===== config.mk =====
export PLATFORM = sky130hd
export DESIGN_NAME = btn_conditioner
export DESIGN_NICKNAME = d
export VERILOG_FILES = /design/src/rtl/btn_pkg.sv /design/src/rtl/btn_channel.sv /design/src/rtl/btn_conditioner.sv
export SDC_FILE = /design/constraint.sdc
export NUM_CORES = 1
export LEC_CHECK = 0
export ABC_AREA = 1
export CORE_UTILIZATION = 60
export DETAILED_ROUTE_END_ITERATION = 8
export MAX_ROUTING_LAYER = met4
export PLACE_DENSITY = 0.8
export SYNTH_ARGS = -nofsm -noshare
export SYNTH_HDL_FRONTEND = slang
export SYNTH_HIERARCHICAL = 1
export SYNTH_SLANG_ARGS = --single-unit

===== constraint.sdc =====
create_clock -name clock -period 3.2 [get_ports clock]
set_input_delay 0.48 -clock clock [delete_from_list [all_inputs] [get_ports clock]]
set_output_delay 0.48 -clock clock [all_outputs]
set_load 0.02 [all_outputs]

===== src/rtl/btn_pkg.sv =====
// Shared definitions for the push-button front-end: hold-FSM encoding and default timing.
// Auto-repeat hardware is only built when BTN_AUTOREPEAT_EN is defined.
package btn_pkg;

    typedef enum logic [1:0] {
        IDLE   = 2'd0,
        WAIT   = 2'd1,
        REPEAT = 2'd2
    } hold_state_t;

    localparam int DEF_DEBOUNCE_CYCLES = 8;
    localparam int DEF_REPEAT_DELAY    = 20;
    localparam int DEF_REPEAT_RATE     = 5;
    localparam int DEF_CNT_W           = 16;

    function automatic int maxOf3(input int a, input int b, input int c);
        int m;
        m = (a > b) ? a : b;
        return (m > c) ? m : c;
    endfunction

endpackage


===== src/rtl/btn_channel.sv =====
// One button: 2-flop synchroniser, debounce, press/release edge pulses and optional hold FSM.
// The hold FSM and its counter exist only when BTN_AUTOREPEAT_EN is defined.
module btn_channel
    import btn_pkg::*;
#(
    parameter int DEBOUNCE_CYCLES = DEF_DEBOUNCE_CYCLES,
    parameter int CNT_W           = DEF_CNT_W,
    parameter int REPEAT_DELAY    = DEF_REPEAT_DELAY,
    parameter int REPEAT_RATE     = DEF_REPEAT_RATE
) (
    input  logic clock,
    input  logic reset,
    input  logic i_raw,
    output logic o_level,
    output logic o_press,
    output logic o_release,
    output logic o_repeat
);

    if (DEBOUNCE_CYCLES < 2 || REPEAT_DELAY < 1 || REPEAT_RATE < 1 ||
        maxOf3(DEBOUNCE_CYCLES, REPEAT_DELAY, REPEAT_RATE) > (1 << CNT_W)) begin : g_badCfg
        $error("btn_channel: timing parameters do not fit the counter width");
    end

    logic             r_sync1;
    logic             r_sync2;
    logic             r_stable;
    logic             r_level;
    logic             r_press;
    logic             r_release;
    logic [CNT_W-1:0] r_dcnt;
    logic             w_rise;
    logic             w_fall;

    // r_level lags r_stable by one clock, so the edge pulses line up with the level change.
    assign w_rise = r_stable & ~r_level;
    assign w_fall = ~r_stable & r_level;

    always_ff @(posedge clock or negedge reset) begin
        if (!reset) begin
            r_sync1   <= 1'b0;
            r_sync2   <= 1'b0;
            r_stable  <= 1'b0;
            r_level   <= 1'b0;
            r_press   <= 1'b0;
            r_release <= 1'b0;
            r_dcnt    <= '0;
        end else begin
            r_sync1   <= i_raw;
            r_sync2   <= r_sync1;
            r_level   <= r_stable;
            r_press   <= w_rise;
            r_release <= w_fall;
            if (r_sync2 == r_stable) begin
                r_dcnt <= '0;
            end else if (r_dcnt == CNT_W'(DEBOUNCE_CYCLES - 1)) begin
                r_stable <= r_sync2;
                r_dcnt   <= '0;
            end else begin
                r_dcnt <= r_dcnt + CNT_W'(1);
            end
        end
    end

    assign o_level   = r_level;
    assign o_press   = r_press;
    assign o_release = r_release;

`ifdef BTN_AUTOREPEAT_EN
    hold_state_t      r_state;
    hold_state_t      w_nextState;
    logic [CNT_W-1:0] r_hcnt;
    logic [CNT_W-1:0] w_nextHcnt;
    logic             r_repeat;
    logic             w_repeat;

    always_ff @(posedge clock or negedge reset) begin
        if (!reset) begin
            r_state  <= IDLE;
            r_hcnt   <= '0;
            r_repeat <= 1'b0;
        end else begin
            r_state  <= w_nextState;
            r_hcnt   <= w_nextHcnt;
            r_repeat <= w_repeat;
        end
    end

    // A debounced release always wins over a repeat terminal count in the same cycle.
    always_comb begin
        w_nextState = r_state;
        w_nextHcnt  = r_hcnt;
        case (r_state)
            IDLE: begin
                if (w_rise) begin
                    w_nextState = WAIT;
                    w_nextHcnt  = '0;
                end
            end
            WAIT: begin
                if (w_fall) begin
                    w_nextState = IDLE;
                    w_nextHcnt  = '0;
                end else if (r_hcnt == CNT_W'(REPEAT_DELAY - 1)) begin
                    w_nextState = REPEAT;
                    w_nextHcnt  = '0;
                end else begin
                    w_nextHcnt = r_hcnt + CNT_W'(1);
                end
            end
            REPEAT: begin
                if (w_fall) begin
                    w_nextState = IDLE;
                    w_nextHcnt  = '0;
                end else if (r_hcnt == CNT_W'(REPEAT_RATE - 1)) begin
                    w_nextHcnt = '0;
                end else begin
                    w_nextHcnt = r_hcnt + CNT_W'(1);
                end
            end
            default: begin
                w_nextState = IDLE;
                w_nextHcnt  = '0;
            end
        endcase
    end

    always_comb begin
        w_repeat = 1'b0;
        if (!w_fall) begin
            if (r_state == WAIT && r_hcnt == CNT_W'(REPEAT_DELAY - 1)) begin
                w_repeat = 1'b1;
            end else if (r_state == REPEAT && r_hcnt == CNT_W'(REPEAT_RATE - 1)) begin
                w_repeat = 1'b1;
            end
        end
    end

    assign o_repeat = r_repeat;
`else
    assign o_repeat = 1'b0;
`endif

endmodule


===== src/rtl/btn_conditioner.sv =====
// Conditions N_BTN raw push-buttons into clean levels and press/release/repeat pulses.
// Auto-repeat is built only when BTN_AUTOREPEAT_EN is defined; otherwise btn_repeat is 0.
module btn_conditioner
    import btn_pkg::*;
#(
    parameter int N_BTN           = 3,
    parameter int DEBOUNCE_CYCLES = DEF_DEBOUNCE_CYCLES,
    parameter int CNT_W           = DEF_CNT_W,
    parameter int REPEAT_DELAY    = DEF_REPEAT_DELAY,
    parameter int REPEAT_RATE     = DEF_REPEAT_RATE
) (
    input  logic             clock,
    input  logic             reset,
    input  logic [N_BTN-1:0] btn_raw,
    output logic [N_BTN-1:0] btn_level,
    output logic [N_BTN-1:0] btn_press,
    output logic [N_BTN-1:0] btn_release,
    output logic [N_BTN-1:0] btn_repeat
);

    for (genvar i = 0; i < N_BTN; i++) begin : g_chan
        btn_channel #(
            .DEBOUNCE_CYCLES (DEBOUNCE_CYCLES),
            .CNT_W           (CNT_W),
            .REPEAT_DELAY    (REPEAT_DELAY),
            .REPEAT_RATE     (REPEAT_RATE)
        ) u_channel (
            .clock     (clock),
            .reset     (reset),
            .i_raw     (btn_raw[i]),
            .o_level   (btn_level[i]),
            .o_press   (btn_press[i]),
            .o_release (btn_release[i]),
            .o_repeat  (btn_repeat[i])
        );
    end

endmodule


Word level (Yosys, flattened, before mapping)
Index checks and enable logic that the tools add are counted.

cells by class
  eq/ne operators = 6
  add/sub/neg operators = 3
  reductions and logical operators = 3
  bitwise operators = 15
  muxes and demuxes = 6

operator list
  operator                 number
  $mux W16                 6
  $add A16 B1 Y16 const B  3
  $eq A16 B3 Y1 const B    3
  $not A1 Y1               9
  $and A1 B1 Y1            6
  $reduce_and A2 Y1        3
  $eq A1 B1 Y1             3

storage, ports and cells
  bits in registers = 66
  input bits = 5
  output and inout port bits = 12

Longest topological paths before layout
Gate-level depths: netlist of the first run.

  depth after elaboration = 3
  gate-level depth with buffers = 8

Cells and area by module
The synthesis of the first run kept the hierarchy.

by module, submodules not included
  module       seq. area each (µm²)  cells an instance  instances  area an instance (µm²)
  btn_channel  550.5                 149                3          1114.8

Worst setup path before layout of the first run
No wires, ideal clock.

  path kind = register to register
  from = register g_chan[0].u_channel.r_dcnt[0]
  to = register g_chan[0].u_channel.r_dcnt[3]
  setup slack = 2035 ps
  stages on the path, launching flop included = 9
  arrival = 1045 ps
  period minus slack after synthesis = 1165 ps
  library setup time = 120 ps
  path through = dfrtp_1 -> ha_1 -> nand2_1 -> inv_1 -> nand2_1 -> nor2_1 -> nand2_1 -> nand2_1 -> nor2_1

on the way
  longest elaborated chain between the ends = 3

RTL lines
  what                                              line                                  RTL
  from (decl)                                       btn_channel.sv:31                     logic [CNT_W-1:0] r_dcnt;
  from (signal assigned)                            btn_channel.sv:60                     r_dcnt <= r_dcnt + CNT_W'(1);
  $add A16 B1 Y16 or $eq A16 B3 Y1 (tied branches)  btn_channel.sv:60, btn_channel.sv:56
  $mux W16 (*)                                      btn_channel.sv:56                     end else if (r_dcnt == CNT_W'(DEBOUNCE_CYCLES - 1)) begin
  $mux W16 (*)                                      btn_channel.sv:54                     if (r_sync2 == r_stable) begin

Mark *: on every way between the ends. The rest lies on a longest branch, timed or not.
A chain may end at the register's enable or synchronous reset.

Worst setup path after layout of the first run
  from = register g_chan[1].u_channel.r_level
  to = output btn_level[1]

RTL lines
  what                    line                   RTL
  from (decl)             btn_channel.sv:28      logic r_level;
  from (signal assigned)  btn_channel.sv:51      r_level <= r_stable;
  to (decl)               btn_conditioner.sv:15  output logic [N_BTN-1:0] btn_level,

No word-level cell between the ends.

==> results of run 1 <==
==> flip-flops by register name, summed over array words and instances, names as in the netlist <==
signal                      cells
g_chan.u_channel/o_level        3
g_chan.u_channel/o_press        3
g_chan.u_channel/o_release      3
g_chan.u_channel/r_dcnt        48
g_chan.u_channel/r_stable       3
g_chan.u_channel/r_sync1        3
g_chan.u_channel/r_sync2        3
==> power breakdown <==
part	leakage (nW)	total, mW	internal [mW]	switching [mW]
registers	0.897	1.03	0.941	0.0916
logic	0.722	0.439	0.154	0.284
clock network	0.113	0.862	0.520	0.342
==> layout by cell type (no fill, tap or decap), types with 6 or more instances in the layout <==
| cell | Yosys | final |
|---|---|---|
| dfrtp_1 | 66 | 66 |
| nor3_1 | 6 | 6 |
| nor2_1 | 111 | 111 |
| clkbuf_8 | 0 | 9 |
| nand4_1 | 12 | 12 |
| nand3_1 | 21 | 21 |
| nor3_2 | 6 | 6 |
| nor2_2 | 6 | 6 |
| inv_1 | 54 | 54 |
| xor2_1 | 9 | 9 |
| nand2_1 | 120 | 120 |
| clkdlybuf4s50_1 | 0 | 12 |
| inv_2 | 6 | 6 |
==> worst max-delay path by stage <==
stage                                             start                            end
final                       g_chan[1].u_channel/o_level                   btn_level[1]
after global routing        g_chan[1].u_channel/o_level                   btn_level[1]
after floorplan           g_chan[0].u_channel/r_dcnt[0]  g_chan[0].u_channel/r_dcnt[3]
after detailed placement    g_chan[1].u_channel/o_level                   btn_level[1]
after CTS                   g_chan[1].u_channel/o_level                   btn_level[1]
after global placement      g_chan[1].u_channel/o_level                   btn_level[1]
==> final cells by class <==
cell class / count / area [µm²] / area share (%)
well taps: 70 / 87.6 / 2.33
multi-input cells: 315 / 1410 / 37.6
flip-flops and latches: 66 / 1650 / 44.0
clock inverters: 6 / 114 / 3.03
clock buffers: 10 / 128 / 3.40
inverters: 60 / 225 / 5.99
repair buffers: 15 / 140 / 3.73
==> per-layer routing <==
metal / vias up / share of wire [%]
met1: 1300 / 45
met3: 5 / 4.8
met5: - / 0
met4: 0 / 0.70
li1: 1403 / -
met2: 70 / 50
==> cells by family (layout without fill, tap and decap cells) <==
group / Yosys count / after routing / share of synthesized area (%)
buf+inv: 66 / 91 / 8.42
simple gates: 288 / 288 / 36.4
xor+xnor: 9 / 9 / 2.36
flops: 66 / 66 / 49.4
fa+ha+maj: 3 / 3 / 1.12
other cells: 3 / 3 / 0.337
compound gates: 12 / 12 / 2.02
==> metrics by stage <==
stage | power, mW | cell area, µm² | utilization [%] | cells
detailed placement | 1.49 | 3520 | 67.1 | 526
CTS | 2.36 | 3760 | 71.7 | 542
floorplan | 1.34 | 3340 | - | 447
finish | 2.33 | 3760 | 71.7 | 542
global placement | 1.46 | 3520 | 67.1 | 526
global route | 2.45 | 3760 | 71.7 | 542
==> flow_summary.yaml, run 1 <==
run_status:
  status: "finished, final reports clean"
worst_setup_path:
  cp-start-kind: "register"
  r2r-end: "g_chan[1].u_channel/r_dcnt[0]"
  required_ps: 2720
  crit_path_top_delay_cell: "clkdlybuf4s50_1"
  crit_type: "register to output port"
  arrival_ps: 1350
  crit_fanout: 3
  reg2reg_setup_slack_ps: 1800
  cp-end-kind: "output port"
  crit_cells: 1
  cp_cell_sequence: "clkdlybuf4s50_1"
  reg2regPathDepth: 8
  critPathMaxStageDelay_ps: 620
  path_delay_family: "buffers and inverters"
  path_buf_inv: 1
  r2r_start: "g_chan[1].u_channel/r_dcnt[0]"
global_route:
  antenna_found_initial: 0
  grtUsageMet2_pct: 43.7
  grt_pass1_vias: 2794
  gr-usage-met1_pct: 31.2
  grt_overflow_total: 0
  top_usage_layer: "met2"
  met3_usage_pct: 3.57
  grt_use_total_pct: 26.0
  grt_pass1_wl_um: 11700
  grt_max_degree: 24
timing:
  fin_crit_sh_pct: 57.3
  timing.hold.ws_ps: 82.7
  setup_slack_ps: 1370
  fin_worst_skew_ps: 6.58
  drv_slew: 0
  hold_violations: 0
  min_period_ps: 1830
  grt_setup_unrepaired: "no"
  finalSetupViolations: 0
  tns_ps: 0
  fmax_ghz: 0.546
synthesis:
  synthFlopType: "dfrtp_1"
  syn_area_per_cell_um2: 7.48
  yosysTopAreaCellShare_pct: 49.4
  syn_inst: 447
  synthDistinctLibCells: 21
  yosysWarnings: 6
  synth_edf_count: 0
  yosysMostFrequentCell: "nand2_1"
  ys_top_cells_by_area: "dfrtp_1 (49%), nand2_1 (13%), nor2_1 (12%)"
  yosys.area.top_type: "dfrtp_1"
  ys_seq_area_share_pct: 49.4
  synth_nets: 455
  async_flop_share_pct: 100
  ys_seq_elements: 66
  netlist_top_cells_count: "nand2_1 (120), nor2_1 (111), dfrtp_1 (66)"
  synth_area_um2: 3340
detailed_routing:
  vias: 2778
  viasPerCell: 5.13
  drt-total-wl_um: 6470
  drtIter0Drc: 223
  drt.antenna.violating_nets: 0
  drc: 0
  drtPass1Iterations: 4
  wl_per_cell_um: 11.9
placed_design:
  port_buffers: 13
  dp_slack_ps: 1720
  hpwlAfterDp_um: 4720
  gp_congestion: 0.895
power_and_ir_drop:
  ir_drop_mv: 0.459
  cellPowerDensity_nw_per_um2: 621
  power_leakage_nw: 1.73
floorplan:
  dieArea_um2: 5880
  fp.dieW_um: 76.7
  io_pins: 17
  core_um2: 5240
  row_count: 26
  initial_core_util_pct: 63.9
  dieHeight_um: 76.7
cts:
  cts_setup_buffers: 0
  cts_sinks: 66
  ctsHtreeMaxLevel: 3
  cts_tree: "yes"
  cts_buffers: 9
  cts_resized: 0
  ctsHoldBuffers: 0
  clock-root-buffer: "clkbuf_8"
  clk_latency_ps: 340
  clk_transition_reported_paths_ps: 80
  clock_path_buffers: 2
layout:
  area_growth_pct: 12.3
  fin_nets: 475
  diodes: 0
  fillers: 418
  drive_gt1_share_pct: 8.26
min_path:
  hold_class: "primary input to asynchronous set/reset pin"
flow_run:
  max-cap-violations: 0
Power figures use the tool's default switching activity.
==> run 2, diff against run 1 <==
clock period = 1.7 ns   (was 3.2 ns; I/O delays follow)
==> run 2 against run 1 <==
Against the previous run: total power rose by 82%; routed wire length increased by 4.3%; highest routed layer unchanged; count of clock-buffer cells in the layout is 1 lower; critical endpoint unchanged.
==> flow_summary.yaml, run 2 (synthesized netlist as in run 1, its figures left out) <==
power_and_ir_drop:
  ir_drop_mv: 1.00
  seq_power_share_pct: 45.6
  power_leakage_nw: 1.73
  cellPowerDensity_nw_per_um2: 1130
  switching_share_pct: 31.8
  p_comb_share_pct: 19.4
  p_total_mw: 4.26
  pwr-share-clk_pct: 35.0
  power.net_switching_mw: 1.35
  p_int_mw: 2.90
worst_setup_path:
  arrival_ps: 1340
  cp-end-kind: "output port"
  cp-start-kind: "register"
  required_ps: 1440
  cp_cell_sequence: "clkdlybuf4s50_1"
  crit_type: "register to output port"
  cp-startpoint: "g_chan[1].u_channel/o_level"
  r2r_start: "g_chan[0].u_channel/r_dcnt[0]"
  crit_fanout: 3
  critPathMaxStageDelay_ps: 620
  reg2reg_setup_slack_ps: 250
  path_buf_inv: 1
  crit_end: "btn_level[1]"
  path_delay_family: "buffers and inverters"
  crit_path_top_delay_cell: "clkdlybuf4s50_1"
  reg2regPathDepth: 5
  r2r-end: "g_chan[0].u_channel/r_dcnt[14]"
  crit_cells: 1
detailed_routing:
  drc: 0
  wl_per_cell_um: 12.5
  vias: 2848
  viasPerCell: 5.25
  drt-total-wl_um: 6750
  drt.antenna.violating_nets: 0
  drtIter0Drc: 231
  drtPass1Iterations: 5
floorplan:
  core_um2: 5240
  initial_core_util_pct: 63.9
  row_count: 26
  fp.dieW_um: 76.7
  io_pins: 17
  dieHeight_um: 76.7
  dieArea_um2: 5880
cts:
  cts_buffers: 9
  clk_transition_reported_paths_ps: 80
  cts_resized: 0
  clk_latency_ps: 340
  ctsHtreeMaxLevel: 3
  clock-root-buffer: "clkbuf_8"
  ctsHoldBuffers: 1
  clock_path_buffers: 2
  cts_tree: "yes"
  cts_sinks: 66
  cts_setup_buffers: 0
global_route:
  grt_pass1_wl_um: 11900
  grt_pass1_vias: 2828
  antenna_found_initial: 0
  grt_use_total_pct: 26.8
  grt_max_degree: 67
  grt_overflow_total: 0
layout:
  stdcell_area_um2: 3760
  layout_common_cells: "nand2_1 (120), nor2_1 (111), dfrtp_1 (66)"
  layout_commonest_cell: "nand2_1"
  top_register: "g_chan.u_channel/r_dcnt"
  area_growth_pct: 12.3
  diodes: 0
  fin_nets: 475
  drive_gt1_share_pct: 8.26
  largest_register_ffs: 48
timing:
  finalSetupViolations: 0
  drv_slew: 0
  fmax_ghz: 0.628
  fin_crit_sh_pct: 93.6
  grt_setup_unrepaired: "no"
  tns_ps: 0
  timing.hold.ws_ps: 352
  fin_worst_skew_ps: 10.7
  min_period_ps: 1590
  hold_violations: 0
placed_design:
  gp_congestion: 0.874
  port_buffers: 13
  place_area_um2: 3520
  hpwlAfterDp_um: 4620
min_path:
  hold_class: "register to register"
  min_from: "g_chan[0].u_channel/r_sync1"
flow_run:
  max-cap-violations: 0
run_status:
  status: "finished, final reports clean"
==> run 2: changes by cell type in the layout (fill, tap and decap cells not counted) <==
cell,delta
buf_12,+1
buf_4,-2
clkinv_4,+1
bufinv_16,-1
dlygate4sd3_1,+1
clkbuf_1,-1
inv_6,+1
==> run 2: stage by stage <==
| stage | worst slack (ps) | utilization, % | instances |
|---|---|---|---|
| CTS | 78.9 | 71.7 | 542 |
| floorplan | 535 | - | 447 |
| detailed placement | 340 | 67.2 | 525 |
| global placement | 390 | 67.2 | 525 |
| global route | 60.7 | 71.7 | 542 |
| finish | 108 | 71.7 | 542 |
==> run 2: cell type report <==
cell class / count / area [µm²]
Fill cell: 407 / 1480
Multi-Input combinational cell: 315 / 1410
Sequential cell: 66 / 1650
Timing Repair Buffer: 15 / 155
Tap cell: 70 / 87.6
Clock inverter: 7 / 101
Inverter: 60 / 225
Clock buffer: 9 / 124
==> run 2: power by group through the flow <==
| stage | clock network [mW] | registers (mW) | logic (mW) |
|---|---|---|---|
| after global placement | 0 | 1.95 | 0.800 |
| after global routing | 1.57 | 1.97 | 0.929 |
| final | 1.49 | 1.94 | 0.825 |
| after CTS | 1.51 | 1.94 | 0.838 |
| after detailed placement | 0 | 1.97 | 0.828 |
| after floorplan | 0 | 2.05 | 0.468 |
==> run 2: how the worst min path moves through the flow <==
stage / endpoint / cells after the start
after floorplan: g_chan[0].u_channel/o_level / 0
final: g_chan[0].u_channel/r_sync2 / 0
after global placement: g_chan[2].u_channel/r_dcnt[2] / 2
after CTS: g_chan[0].u_channel/r_sync1 / 1
after detailed placement: g_chan[2].u_channel/r_dcnt[2] / 2
after global routing: g_chan[2].u_channel/r_sync1 / 1
==> run 2: layer usage <==
metal	wire (µm)	global-route usage (%)	up-vias
met5	0	-	-
met4	70	14.2	0
met3	262	4.76	8
met2	3380	43.7	72
met1	3040	31.9	1359
li1	-	-	1409
